==> src/rtl/range_counter.sv <==
// range_counter: wrapping up-counter from COUNT_FROM to COUNT_TO in steps of STEP.
// Optional macro COUNTER_WRAP_PULSE_EN adds a registered one-cycle wrap output.
module range_counter #(
  parameter                     ARCHITECTURE = "BEHAVIORAL",
  parameter int unsigned        DATA_WIDTH   = 8,
  parameter longint unsigned    COUNT_FROM   = 0,
  parameter longint unsigned    COUNT_TO     = 255,
  parameter longint unsigned    STEP         = 1
) (
  input  logic                  clk,
  input  logic                  rst,
  input  logic                  en,
  output logic [DATA_WIDTH-1:0] out
`ifdef COUNTER_WRAP_PULSE_EN
  ,
  output logic                  wrap
`endif
);

  localparam int unsigned SW = DATA_WIDTH + 1;
  localparam logic [DATA_WIDTH-1:0] FROM_V = DATA_WIDTH'(COUNT_FROM);

  // Elaboration-time parameter legality
  if (DATA_WIDTH < 1 || DATA_WIDTH > 64) begin : g_chk_width
    $fatal(1, "range_counter: DATA_WIDTH must be 1..64");
  end
  if (COUNT_FROM > COUNT_TO) begin : g_chk_order
    $fatal(1, "range_counter: COUNT_FROM must be <= COUNT_TO");
  end
  if ((65'(COUNT_TO) >> DATA_WIDTH) != 65'd0) begin : g_chk_to
    $fatal(1, "range_counter: COUNT_TO must fit in DATA_WIDTH bits");
  end
  if (STEP < 1) begin : g_chk_step_lo
    $fatal(1, "range_counter: STEP must be >= 1");
  end
  if ((65'(STEP) >> DATA_WIDTH) != 65'd0) begin : g_chk_step_hi
    $fatal(1, "range_counter: STEP must be <= 2^DATA_WIDTH-1");
  end

  // Power-up value matches reset value so the counter works without a reset
  logic [DATA_WIDTH-1:0] cnt_q = FROM_V;
  logic [DATA_WIDTH-1:0] cnt_d;
  logic [SW-1:0]         sum;
  logic                  over;

  if (ARCHITECTURE == "BEHAVIORAL") begin : g_beh
    assign sum  = {1'b0, cnt_q} + SW'(STEP);
    assign over = sum > SW'(COUNT_TO);
  end else if (ARCHITECTURE == "STRUCTURAL") begin : g_str
    logic [SW-1:0] add_a;
    logic [SW-1:0] add_b;
    logic [SW-1:0] cmp_x;
    logic [SW-1:0] carry;
    logic [SW:0]   borrow;

    assign add_a     = {1'b0, cnt_q};
    assign add_b     = SW'(STEP);
    assign cmp_x     = SW'(COUNT_TO);
    assign carry[0]  = 1'b0;
    assign borrow[0] = 1'b0;

    // Ripple adder; the comparator is the borrow chain of COUNT_TO - sum
    for (genvar i = 0; i < SW; i++) begin : g_bit
      assign sum[i] = add_a[i] ^ add_b[i] ^ carry[i];
      if (i + 1 < SW) begin : g_carry
        assign carry[i+1] = (add_a[i] & add_b[i]) | (carry[i] & (add_a[i] ^ add_b[i]));
      end
      assign borrow[i+1] = (~cmp_x[i] & sum[i]) | (~(cmp_x[i] ^ sum[i]) & borrow[i]);
    end
    assign over = borrow[SW];
  end else begin : g_bad_arch
    $fatal(1, "range_counter: ARCHITECTURE must be BEHAVIORAL or STRUCTURAL");
  end

`ifdef COUNTER_WRAP_PULSE_EN
  logic wrap_q = 1'b0;
  logic wrap_d;
`endif

  // Next-state
  always_comb begin
    cnt_d = cnt_q;
`ifdef COUNTER_WRAP_PULSE_EN
    wrap_d = 1'b0;
`endif
    if (en) begin
      if (over) begin
        cnt_d = FROM_V;
`ifdef COUNTER_WRAP_PULSE_EN
        wrap_d = 1'b1;
`endif
      end else begin
        cnt_d = sum[DATA_WIDTH-1:0];
      end
    end
  end

  // State register
  always_ff @(posedge clk) begin
    if (rst) begin
      cnt_q <= FROM_V;
`ifdef COUNTER_WRAP_PULSE_EN
      wrap_q <= 1'b0;
`endif
    end else begin
      cnt_q <= cnt_d;
`ifdef COUNTER_WRAP_PULSE_EN
      wrap_q <= wrap_d;
`endif
    end
  end

  assign out = cnt_q;
`ifdef COUNTER_WRAP_PULSE_EN
  assign wrap = wrap_q;
`endif

endmodule

==> config.mk <==
export PLATFORM = sky130hd
export DESIGN_NAME = range_counter
export DESIGN_NICKNAME = d
export VERILOG_FILES = /design/src/rtl/range_counter.sv
export SDC_FILE = /design/constraint.sdc
export NUM_CORES = 1
export LEC_CHECK = 0
export ABC_AREA = 1
export ABC_CLOCK_PERIOD_IN_PS = 3030
export BUFFER_PORTS_ARGS = -buffer_cell sky130_fd_sc_hd__clkbuf_2
export CAP_MARGIN = 20
export CORE_MARGIN = 5
export CORE_UTILIZATION = 30
export CTS_BUF_LIST = sky130_fd_sc_hd__clkbuf_8 sky130_fd_sc_hd__clkbuf_16
export DETAILED_ROUTE_END_ITERATION = 10
export SYNTH_ARGS = -nofsm -noshare
export SYNTH_HDL_FRONTEND = slang
export SYNTH_SLANG_ARGS = --single-unit
==> constraint.sdc <==
create_clock -name clk -period 3.03 [get_ports clk]
set_input_delay 0.303 -clock clk [delete_from_list [all_inputs] [get_ports clk]]
set_output_delay 0.303 -clock clk [all_outputs]
set_load 0.1 [all_outputs]
==> summary.md <==
| Metric | Value |
|---|---|
| Outcome | `completed` |
| # diodes | `0` |
| Area leader, netlist | `dfxtp_1` |
| Number of placed cells counting well taps | `123` |
| Fmax achieved | `597 MHz` |
| DIE HEIGHT | `54.4 um` |
| Fill count | `204` |
| Worst slew margin | `64.0%` |
| H-tree depth | `1` |
| DRT Wirelength | `1.30 mm` |
| Commonest cells post-synth | `nand2_1 (22), nand3_1 (13), nor2_1 (10)` |
| Final slew viol count | `0` |
| First-pass GRT wire length | `2.35 mm` |
| Core Footprint | `1920 sq um` |
| DR WL/cell | `10.3 um` |
| Max FFs per register | `8` |
| Pwr dens | `389 nW/um^2` |
| Vias in the first global route | `542` |
| Crit path time final | `1.68 ns` |
| Worst skew pair latency | `0.23 ns` |
| Iteration-0 DRC Markers | `21` |
| Number of port buffers | `10` |
| Worst hold-check path type | `primary input to register` |
| Total setup buffers inserted after CTS | `0` |
| Syn. warnings | `0` |
| Synth Cell Area | `592 sq um` |
| DR vias/cell | `4.68` |
| Max rail drop VDD | `0.262 mV` |
| Final Hold Fails | `0` |
| Design Area, Final | `709 sq um` |
| Worst Clk Skew | `0.00234 ns` |
| Rows | `16` |
| Hold-fix buffers, CTS | `0` |
| Leak | `0.277 nW` |
| Crit end category | `register` |
| TritonCTS Buffers | `3` |
| Starting density of the core | `30.8%` |
| Post-synthesis cell count | `88` |
| Critical Path AT | `1.79 ns` |
| Largest cells by area after synthesis | `dfxtp_1 (27%), nand2_1 (14%), a21oi_2 (12%)` |
| Maxcap violations | `0` |
| Post-synth EDFFs | `0` |
| Initial antenna violation count | `0` |
| Total Power | `0.276 mW` |
| Tightest Pin Transition | `0.542 ns` |
| Critical Path RT | `3.14 ns` |
| Area after DPL | `668 sq um` |
| Seq cells post-synth | `8` |
| Clk slew on worst S/H paths | `0.04 ns` |
| Setup-failing EPs final | `0` |
| RSZ-0062 raised after global routing | `no` |
| Kind of critical path | `register to register` |
| Detailed Place HPWL | `918 um` |
| Most frequent cell after synthesis | `nand2_1` |
| Fin cells | `126` |
| Drt first pass iters | `4` |
| Layout cell share with drive strength beyond 1 | `33.3%` |
| Yosys top cell area share | `27.1%` |
| Core Util, Final | `36.9%` |
| Register area share after synthesis | `27.1%` |
| Clk buf depth | `2` |
| Setup crit start kind | `register` |
| Setup TNS | `0 ns` |
| Die width | `54.4 um` |
| Nets | `106` |
| Post-route antenna net violation count | `0` |
| Largest net degree at the start of global routing | `17` |
| Top FF cell, synth | `dfxtp_1` |
| Area of the multi-input gates | `383 sq um` |
| Area growth syn-to-layout | `19.9%` |
| Syn_nets | `93` |
| Post-synth ARST share | `0%` |
| Sequential Area | `160 sq um` |
| GR Overflow Total | `0` |
| Fin crit share | `55.3%` |
| DIE AREA | `2960 sq um` |
| Clock Root Buffer | `clkbuf_8` |
| Total GRT Usage | `11.3%` |
| Post-synth cell types | `17` |
| # DRC | `0` |
| TritonCTS clock tree | `built` |
| Synth Area per Inst | `6.73 sq um` |
| Via count | `590` |
| Worst Path Max Fanout | `8` |
| PostCTS Resize Cnt | `0` |
| Clock sink count | `8` |
| Final Wtd Congestion | `0.795` |
| Ports | `11` |
worst max-delay path, cell delays in order, from the launching register on:
cell and delay, ns:
dfxtp_1 0.45, inv_1 0.08, ha_1 0.31, nor2_1 0.11, nand3_1 0.08, nor2_1 0.12
nand2_2 0.07, nor2_4 0.10, nand2_4 0.08, nand3_1 0.10, a21oi_2 0.06
per-stage QoR:
stage / hold WS [ns] / setup WS (ns)
6_report: 0.412 / 1.35
5_1_grt: 0.428 / 1.21
4_1_cts: 0.412 / 1.35
3_5_place_dp: 0.508 / 1.36
3_3_place_gp: 0.499 / 1.37
2_1_floorplan: 0.652 / 0.776
cell families (layout without fill, tap and decap cells):
kind of cell,count (synthesis),count (layout),synth area share [%]
adder cells (fa/ha/maj),2,2,4.23
buffers and inverters,13,24,8.24
flip-flops,8,8,27.1
AO/OA/AOI/OAI,10,10,14.0
AND/OR/NAND/NOR,55,55,46.5
path summary, 6_finish.rpt:
path	from	endpoint	slack, ns	cells after the start
worst min-delay path	rst	out[4]	0.41	2
worst max register to register	out[0]	out[1]	1.35	10
worst max-delay path	out[0]	out[1]	1.35	10
worst min register to register	out[6]	out[6]	0.52	2
per-layer routing:
| layer | vias up | part of all wire (%) | global-route usage, % |
|---|---|---|---|
| met4 | 0 | 4.0 | 8.71 |
| li1 | 304 | - | - |
| met2 | 14 | 47 | 17.3 |
| met1 | 265 | 45 | 13.2 |
| met5 | - | 0 | 0 |
| met3 | 7 | 4.3 | 2.72 |
power breakdown:
part	switching (mW)	internal, mW
Combinational	0.0263	0.00697
Clock	0.0453	0.0864
Sequential	0.00350	0.108
placed cells by master (no fill, tap or decap), drive strengths merged:
master,count
o21bai,1
clkinv,1
nor2,13
clkbuf,13
nand2,27
dfxtp,8
a21oi,9
inv,10
ha,2
nand3,15
final cells by class:
cell class | instances | share of cell area [%]
clock buffers | 3 | 5.82
multi-input cells | 67 | 54.0
well taps | 27 | 4.76
flip-flops and latches | 8 | 22.6
repair buffers | 10 | 7.05
inverters | 11 | 5.82
(Power assumes the default switching activity.)
